File: src/rtl/mem_arb_pkg.sv
// Shared types and constants for the instruction/data memory arbiter.
package mem_arb_pkg;
    typedef enum logic [1:0] {
        IDLE    = 2'd0,
        GRANT_I = 2'd1,
        GRANT_D = 2'd2
    } arb_state_t;

    typedef enum logic {
        GNT_I = 1'b0,
        GNT_D = 1'b1
    } grant_t;

    localparam logic [1:0] MODE_BYTE = 2'b01;
    localparam logic [1:0] MODE_HALF = 2'b10;
    localparam logic [1:0] MODE_WORD = 2'b11;
endpackage

File: src/rtl/arb_watchdog.sv
// Grant-duration counter; expired flags the cycle whose increment would reach TIMEOUT.
module arb_watchdog #(
    parameter int TIMEOUT = 255
) (
    input  logic clk,
    input  logic reset,
    input  logic clear,
    input  logic enable,
    output logic expired
);
    localparam logic [7:0] LAST_COUNT = 8'(TIMEOUT - 1);

    logic [7:0] count_reg;

    always_ff @(posedge clk) begin
        if (reset || clear) begin
            count_reg <= 8'd0;
        end else if (enable) begin
            count_reg <= count_reg + 8'd1;
        end
    end

    assign expired = enable && (count_reg == LAST_COUNT);
endmodule

File: src/rtl/mem_arbiter.sv
// Round-robin arbiter sharing one single-port memory between fetch and data ports,
// with a per-grant watchdog that aborts accesses whose memDone never arrives.
module mem_arbiter
    import mem_arb_pkg::*;
#(
    parameter int TIMEOUT = 255
) (
    input  logic        clk,
    input  logic        reset,
    input  logic        iReq,
    input  logic [31:0] iAddr,
    output logic        iAck,
    output logic [31:0] iData,
    input  logic        dReq,
    input  logic        dWrite,
    input  logic [1:0]  dMode,
    input  logic [31:0] dAddr,
    input  logic [31:0] dWData,
    output logic        dAck,
    output logic [31:0] dData,
    output logic        memReq,
    output logic        memWrite,
    output logic [1:0]  memMode,
    output logic [31:0] memAddr,
    output logic [31:0] memWData,
    input  logic        memDone,
    input  logic [31:0] memRData,
    output logic        timeoutErr
);
    arb_state_t  state_reg, state_next;
    grant_t      last_reg, last_next;
    logic        mem_req_reg, mem_req_next;
    logic        mem_write_reg, mem_write_next;
    logic [1:0]  mem_mode_reg, mem_mode_next;
    logic [31:0] mem_addr_reg, mem_addr_next;
    logic [31:0] mem_wdata_reg, mem_wdata_next;
    logic        i_ack_reg, i_ack_next;
    logic        d_ack_reg, d_ack_next;
    logic        timeout_err_reg, timeout_err_next;
    logic [31:0] i_data_reg, i_data_next;
    logic [31:0] d_data_reg, d_data_next;
    logic        i_pend, d_pend, expired, in_grant;

    // A requester is still holding req during its ack cycle, so mask it there.
    assign i_pend   = iReq && !i_ack_reg;
    assign d_pend   = dReq && !d_ack_reg;
    assign in_grant = (state_reg != IDLE);

    arb_watchdog #(.TIMEOUT(TIMEOUT)) u_watchdog (
        .clk     (clk),
        .reset   (reset),
        .clear   (!in_grant),
        .enable  (in_grant && !memDone),
        .expired (expired)
    );

    always_ff @(posedge clk) begin
        if (reset) begin
            state_reg       <= IDLE;
            last_reg        <= GNT_I;
            mem_req_reg     <= 1'b0;
            mem_write_reg   <= 1'b0;
            mem_mode_reg    <= 2'b00;
            mem_addr_reg    <= 32'd0;
            mem_wdata_reg   <= 32'd0;
            i_ack_reg       <= 1'b0;
            d_ack_reg       <= 1'b0;
            timeout_err_reg <= 1'b0;
            i_data_reg      <= 32'd0;
            d_data_reg      <= 32'd0;
        end else begin
            state_reg       <= state_next;
            last_reg        <= last_next;
            mem_req_reg     <= mem_req_next;
            mem_write_reg   <= mem_write_next;
            mem_mode_reg    <= mem_mode_next;
            mem_addr_reg    <= mem_addr_next;
            mem_wdata_reg   <= mem_wdata_next;
            i_ack_reg       <= i_ack_next;
            d_ack_reg       <= d_ack_next;
            timeout_err_reg <= timeout_err_next;
            i_data_reg      <= i_data_next;
            d_data_reg      <= d_data_next;
        end
    end

    always_comb begin
        state_next       = state_reg;
        last_next        = last_reg;
        mem_req_next     = mem_req_reg;
        mem_write_next   = mem_write_reg;
        mem_mode_next    = mem_mode_reg;
        mem_addr_next    = mem_addr_reg;
        mem_wdata_next   = mem_wdata_reg;
        i_ack_next       = 1'b0;
        d_ack_next       = 1'b0;
        timeout_err_next = 1'b0;
        i_data_next      = i_data_reg;
        d_data_next      = d_data_reg;

        case (state_reg)
            IDLE: begin
                if (d_pend && (!i_pend || last_reg == GNT_I)) begin
                    state_next     = GRANT_D;
                    last_next      = GNT_D;
                    mem_req_next   = 1'b1;
                    mem_write_next = dWrite;
                    mem_mode_next  = dMode;
                    mem_addr_next  = dAddr;
                    mem_wdata_next = dWData;
                end else if (i_pend) begin
                    state_next     = GRANT_I;
                    last_next      = GNT_I;
                    mem_req_next   = 1'b1;
                    mem_write_next = 1'b0;
                    mem_mode_next  = MODE_WORD;
                    mem_addr_next  = iAddr;
                    mem_wdata_next = 32'd0;
                end
            end
            GRANT_I, GRANT_D: begin
                // memDone wins over an expiry on the same edge.
                if (memDone || expired) begin
                    state_next       = IDLE;
                    mem_req_next     = 1'b0;
                    mem_write_next   = 1'b0;
                    mem_mode_next    = 2'b00;
                    mem_addr_next    = 32'd0;
                    mem_wdata_next   = 32'd0;
                    timeout_err_next = !memDone;
                    if (state_reg == GRANT_I) begin
                        i_ack_next = 1'b1;
                        if (memDone) i_data_next = memRData;
                    end else begin
                        d_ack_next = 1'b1;
                        if (memDone && !mem_write_reg) d_data_next = memRData;
                    end
                end
            end
            default: state_next = IDLE;
        endcase
    end

    assign iAck       = i_ack_reg;
    assign iData      = i_data_reg;
    assign dAck       = d_ack_reg;
    assign dData      = d_data_reg;
    assign memReq     = mem_req_reg;
    assign memWrite   = mem_write_reg;
    assign memMode    = mem_mode_reg;
    assign memAddr    = mem_addr_reg;
    assign memWData   = mem_wdata_reg;
    assign timeoutErr = timeout_err_reg;
endmodule

File: config.mk
export PLATFORM = sky130hd
export DESIGN_NAME = mem_arbiter
export DESIGN_NICKNAME = d
export VERILOG_FILES = /design/src/rtl/mem_arb_pkg.sv /design/src/rtl/arb_watchdog.sv /design/src/rtl/mem_arbiter.sv
export SDC_FILE = /design/constraint.sdc
export NUM_CORES = 1
export LEC_CHECK = 0
export CAP_MARGIN = 10
export CORE_MARGIN = 2
export CORE_UTILIZATION = 41
export CTS_CLUSTER_SIZE = 12
export DETAILED_ROUTE_END_ITERATION = 8
export HOLD_SLACK_MARGIN = 0.03
export PLACE_DENSITY = 0.88
export SLEW_MARGIN = 0
export SYNTH_ARGS = -nofsm -noshare
export SYNTH_HDL_FRONTEND = slang
export SYNTH_SLANG_ARGS = --single-unit
File: constraint.sdc
create_clock -name clk -period 2.31 [get_ports clk]
set_input_delay 0.231 -clock clk [delete_from_list [all_inputs] [get_ports clk]]
set_output_delay 0.231 -clock clk [all_outputs]
set_load 0.05 [all_outputs]
==> results_dict.tcl, run 1 <==
set metrics [dict create \
    grt_pass1_wl_microns 25230 \
    cts_tree "done" \
    hold_buffers 0 \
    syn_area_sq_um 5782 \
    synthToLayoutAreaGrowth_pct 59.29 \
    finalCriticalPeriod_ns 1.948 \
    setup-tns-final_ns 0 \
    via_per_inst 4.890 \
    yosysTopAreaCell "dfxtp_1" \
    setup_violations 0 \
    gp_congestion 0.7692 \
    pre_cts_ws_ns 0.3753 \
    arrival_ns 1.72 \
    regToRegSetupSlack_ns 0.37 \
    outcome "finished, final reports clean" \
    fp.coreArea_sq_um 13830 \
    synth_top_area_share_pct 50.55 \
    max-cap-violations 0 \
    grt_pass1_vias 5085 \
    post-cts-setup-buffer-count 0 \
    yosysUniqueCellTypes 43 \
    path_class "flop to primary output" \
    tightestPinTransition_ns 0.5527 \
    grt_overflow 0 \
    ys.flop_type "dfxtp_1" \
    power.net_switching_mw 3.308 \
    grt_max_degree 52 \
    critPathLaunch "memWrite$_SDFFE_PP0P_" \
    start_kind "flop" \
    r2r-end "memWData[28]$_SDFFE_PP0P_" \
    min_path_type "input pin to flop" \
    initial_core_util_pct 41.82 \
    p_int_mw 5.865 \
    io_pins 271 \
    ant_nets 0 \
    reg2reg_from "state_reg[0]$_SDFFE_PP0P_" \
    critPathSlowestCell "clkdlybuf4s50_1" \
    layout_commonest_cell "clkdlybuf4s50_1" \
    power.share.clock_pct 29.4 \
    maxSlewViolCount 0 \
    power_leakage_nw 3.373 \
    fp.dieW_microns 122.8 \
    fmaxAchievable_mhz 513.4 \
    n_fill_cell 1112 \
    antenna_found_initial 0 \
    ys_warn_count 0 \
    finalWirelength_microns 16310 \
    remaining_drc_errors 0 \
    place.port_buffers 270 \
    crit_path_max_fanout 4 \
    period_share_pct 84.31 \
    final_cell_area_sq_um 9210 \
    met2_length_microns 8117 \
    grtUsageTotal_pct 21.35 \
    crit_family "buffers and inverters" \
    die_y_microns 122.8 \
    dieArea_sq_um 15070 \
    finClkSkew_ns 0.007472 \
    hpwlAfterDp_microns 11410 \
    dr.pass1.iters 4 \
    place_area_sq_um 8630 \
    rows 43 \
    whs_path_depth 2 \
    root_buffer "clkbuf_16" \
    hp-start "reset" \
    syn_area_per_cell_sq_um 9.192 \
    synthCells 629 \
    top_layer "met4" \
    path_cells "clkdlybuf4s50_1" \
    n_antenna_cell 0 \
    wl_met1_microns 6775 \
    holdPathEnd "last_reg$_SDFFE_PP0P_" \
    p_seq_share_pct 33.4 \
    final_cell_mix "clkdlybuf4s50_1 (269), nand2_1 (167), dfxtp_1 (146)" \
    swShare_pct 36.06 \
    combPwrFrac_pct 37.2 \
    synth_seq_area_share_pct 50.55 \
    cts_buffers 17 \
    wire_per_inst_microns 15.15 \
    path_clk_slew_ns 0.05 \
    cp-end-kind "primary output" \
    cpPeakStageDelay_ns 0.87 \
    syn_nets 769 \
    synth-seq-cells 146 \
    fin_total_pwr_mw 9.173 \
    reg2reg_depth 7 \
    rsz0062_at_grt "no" \
    drtIter0Drc 345 \
    wl_met3_microns 1030 \
    crit_buf_inv 1 \
    clock_sinks 146 \
    cts-resized-gates 0 \
    setup_slack_ns 0.3624 \
    drive_above_1_share_pct 5.351 \
    dr_total_vias 5267 \
    power_density_nw_per_um2 996.0 \
    clk_path_buf_depth 2 \
    async_flop_share_pct 0 \
    fin_nets 1026 \
    synth_edf_count 0 \
    synth_area_leaders "dfxtp_1 (51%), mux2i_1 (12%), nand2_1 (11%), a21oi_1 (5.9%), o2bb2ai_1 (4.8%)" \
    htreeDepth 4 \
    clkLatencyLatePin_ns 0.41 \
    max_slew_margin_pct 63.04 \
    finalHoldViolations 0 \
    cp_data_required_time_ns 2.08 \
    ir_drop_mv 0.6007 \
]
-- power groups by stage --
stage,Sequential (mW),Combinational [mW],Clock [mW]
2_1_floorplan,4.26,1.11,0
3_3_place_gp,3.10,3.40,0
3_5_place_dp,3.11,3.42,0
4_1_cts,3.07,3.44,2.75
5_1_grt,3.11,3.60,2.86
6_report,3.07,3.41,2.69
-- stage by stage --
| step | cells | hold WS [ns] | util [%] |
|---|---|---|---|
| finish | 1077 | 0.2762 | 66.61 |
| global route | 1077 | 0.3002 | 66.61 |
| CTS | 1077 | 0.2643 | 66.61 |
| detailed placement | 1047 | 0.4454 | 62.41 |
| global placement | 1047 | 0.4410 | 62.41 |
| floorplan | 629 | 0.3670 | - |
-- how the worst max path moves through the flow --
| stage | slack, ns | depth (start not counted) | endpoint |
|---|---|---|---|
| finish | 0.36 | 1 | memWrite |
| global placement | 0.48 | 6 | memWData[21]$_SDFFE_PP0P_ |
| detailed placement | 0.38 | 6 | memWData[13]$_SDFFE_PP0P_ |
| floorplan | 0.51 | 5 | memAddr[10]$_SDFFE_PP0P_ |
| CTS | 0.34 | 1 | memWrite |
| global route | 0.18 | 7 | memWData[13]$_SDFFE_PP0P_ |
-- cells by family (layout without fill, tap and decap cells) --
kind of cell    count (synthesis)  after routing  synth area share, %
fa+ha+maj                       4              4               0.8656
xor+xnor                        6              6               0.9091
flops                         146            146                50.55
mux                            67             67                11.60
buf+inv                        50            318                4.436
compound gates                115            115                13.07
simple gates                  241            241                18.57
-- cell usage after synthesis, types with 2 or more instances --
| master | n |
|---|---|
| buf_6 | 7 |
| nor2_1 | 13 |
| buf_2 | 13 |
| o2bb2ai_1 | 32 |
| ha_1 | 4 |
| nand2b_1 | 40 |
| nand2_1 | 167 |
| xor2_1 | 3 |
| dfxtp_1 | 146 |
| nand3_1 | 3 |
| mux2i_1 | 67 |
| nor3_1 | 2 |
| clkbuf_1 | 24 |
| a21oi_1 | 68 |
| o21ai_0 | 3 |
| xnor2_1 | 3 |
| nor2b_1 | 2 |
| nand4b_1 | 3 |
| inv_1 | 5 |
-- per-layer routing --
metal  vias to the layer above  GRT usage, %
li1                       2626             -
met1                      2441         25.27
met2                       170         36.08
met3                        30         5.855
met4                         0         9.339
met5                         -             0
-- area by class of cell --
| type | instances | area (sq um) | share of cell area, % |
|---|---|---|---|
| clock buffer | 25 | 505.5 | 5.488 |
| clock inverter | 5 | 75.07 | 0.8151 |
| inverter | 5 | 18.77 | 0.2038 |
| multi-input combinational | 433 | 2618 | 28.42 |
| sequential | 146 | 2923 | 31.73 |
| tap | 180 | 225.2 | 2.445 |
| timing repair buffer | 283 | 2845 | 30.89 |
Note: power is estimated with default switching activity, not from simulation.
==> inputs of run 2 (changes only) <==
CORE_UTILIZATION = 37   (was 41)
PLACE_DENSITY = 0.84   (was 0.88)
clock period = 1.61 ns   (was 2.31 ns; I/O delays follow)
==> run 2 against run 1 <==
Effect of this change: the flow now finishes with violations (negative setup slack); worst setup slack got worse by 0.44 ns; non-clock buffer count rose by 27; first-iteration DRC count fell by 31%; final area rose by 3.1%; sequential cell count did not move; sequential share of layout area fell by 0.87 points; register-to-register slack got worse by 0.45 ns; wire length rose by 13%; clock skew barely moved; die area rose by 10%; critical path type is now flop to flop; critical endpoint is now memWData[9]$_SDFFE_PP0P_.
==> results_dict.tcl, run 2 (same netlist as run 1, synthesis figures left out) <==
set metrics [dict create \
    outcome "finished, violations left" \
    violations "negative setup slack" \
    crit_buf_inv 3 \
    layout_commonest_cell "buf_4" \
    place.port_buffers 270 \
    dr.pass1.iters 4 \
    grt_max_degree 54 \
    dr_total_vias 5444 \
    fp.coreArea_sq_um 15260 \
    cp-end-kind "flop" \
    ant_nets 0 \
    setup_violations 68 \
    fin_nets 1053 \
    rows 45 \
    finalWirelength_microns 18400 \
    setup_slack_ns -0.08224 \
    fmaxAchievable_mhz 590.9 \
    final_cell_mix "buf_4 (156), nand2_1 (149), dfxtp_1 (142)" \
    path_cells "inv_2 > ha_4 > nand4b_1 > o21ai_2 > o211ai_1 > buf_4 > clkbuf_16 > mux2i_1" \
    via_per_inst 4.788 \
    remaining_drc_errors 0 \
    root_buffer "clkbuf_16" \
    cpPeakStageDelay_ns 0.33 \
    clkLatencyLatePin_ns 0.41 \
    n_antenna_cell 0 \
    crit_family "buffers and inverters" \
    initial_core_util_pct 37.89 \
    max-cap-violations 0 \
    finalCriticalPeriod_ns 1.692 \
    htreeDepth 4 \
    finClkSkew_ns 0.007273 \
    path_class "flop to flop" \
    power_density_nw_per_um2 1439 \
    grtUsageTotal_pct 21.14 \
    path_clk_slew_ns 0.06 \
    ir_drop_mv 1.006 \
    grt_pass1_vias 5386 \
    gp_congestion 0.7808 \
    drive_above_1_share_pct 29.27 \
    fp.dieW_microns 129.0 \
    hold-worst-slack_ns 0.08897 \
    critPathSlowestCell "dfxtp_2" \
    dieArea_sq_um 16640 \
    drtIter0Drc 239 \
    io_pins 271 \
    grt_pass1_wl_microns 27450 \
    crit_path_max_fanout 8 \
    period_share_pct 105.1 \
    grt_overflow 0 \
    antenna_found_initial 0 \
    rsz0062_at_grt "yes" \
    cts_tree "done" \
    start_kind "flop" \
    die_y_microns 129.0 \
    arrival_ns 1.99 \
    hpwlAfterDp_microns 12000 \
    setup-tns-final_ns -2.011 \
    finalHoldViolations 0 \
    clk_path_buf_depth 2 \
    maxSlewViolCount 0 \
    wire_per_inst_microns 16.18 \
    power_leakage_nw 3.847 \
    max_slew_margin_pct 60.32 \
    cts_buffers 17 \
    clock_sinks 146 \
    cp_data_required_time_ns 1.91 \
    min_path_type "input pin to flop" \
    tightestPinTransition_ns 0.5951 \
    synthToLayoutAreaGrowth_pct 64.19 \
]
-- run 2: cell type report --
| cell class | count | area [sq um] |
|---|---|---|
| multi-input cells | 433 | 2809 |
| well taps | 211 | 264.0 |
| repair buffers | 310 | 2913 |
| flip-flops and latches | 146 | 2930 |
| fillers | 1298 | 5766 |
| clock inverters | 11 | 77.57 |
| clock buffers | 21 | 480.5 |
| inverters | 5 | 18.77 |
-- run 2: repair_timing --
item | 4_1_cts | 5_1_grt
hold buffers | 0 | 0
pin swaps | 3 | 12
buffers inserted | 5 | 1
resized for setup | 15 | 50
gates cloned | 5 | 3
endpoints found under the setup margin | 70 | 72
hold endpoints to repair | 0 | 0
-- run 2: where the power goes --
part	leakage, nW	switching, mW	total (mW)	internal, mW
registers	1.19	0.290	4.41	4.12
clock network	0.268	1.55	3.69	2.14
logic	2.39	3.36	5.56	2.20
-- run 2: final timing paths --
| path | startpoint | to | slack (ns) | cells after the start |
|---|---|---|---|---|
| max | state_reg[1]$_SDFFE_PP0P_ | memWData[9]$_SDFFE_PP0P_ | -0.08 | 8 |
| min reg2reg | iData[27]$_SDFFE_PP0P_ | iData[27]$_SDFFE_PP0P_ | 0.45 | 2 |
| min | reset | last_reg$_SDFFE_PP0P_ | 0.09 | 2 |
| max reg2reg | state_reg[1]$_SDFFE_PP0P_ | memWData[9]$_SDFFE_PP0P_ | -0.08 | 8 |
-- run 2: per-stage QoR --
| stage | util (%) | setup WS, ns | instance area (sq um) | total power, mW | cells |
|---|---|---|---|---|---|
| finish | 62.21 | -0.08224 | 9493 | 13.66 | 1137 |
| global route | 62.21 | -0.1606 | 9493 | 14.23 | 1137 |
| CTS | 60.75 | -0.08499 | 9270 | 13.56 | 1134 |
| detailed placement | 55.77 | -0.1253 | 8509 | 9.427 | 1092 |
| global placement | 55.77 | -0.06471 | 8509 | 9.361 | 1092 |
| floorplan | - | 0.01304 | 5824 | 7.749 | 629 |
-- run 2: worst reg2reg max path: stages (launching register included) --
cell and delay [ns]:
dfxtp_2 0.33, inv_2 0.05, ha_4 0.15, nand4b_1 0.21, o21ai_2 0.21, o211ai_1 0.16
buf_4 0.20, clkbuf_16 0.17, mux2i_1 0.12
-- run 2: per-layer routing --
metal / vias to the layer above / global-route usage, % / share of wire, %
li1: 2682 / - / -
met2: 178 / 36.76 / 51
met5: - / 0 / 0
met1: 2555 / 24.57 / 40
met4: 0 / 8.184 / 2.4
met3: 29 / 6.154 / 6.3
==> inputs of run 3 (changes only) <==
GPL_TIMING_DRIVEN = 1   (was not set)
TNS_END_PERCENT = 100   (was not set)
==> results of run 3 <==
Same layout as run 2: the final DEF is identical, and so are final timing and power.
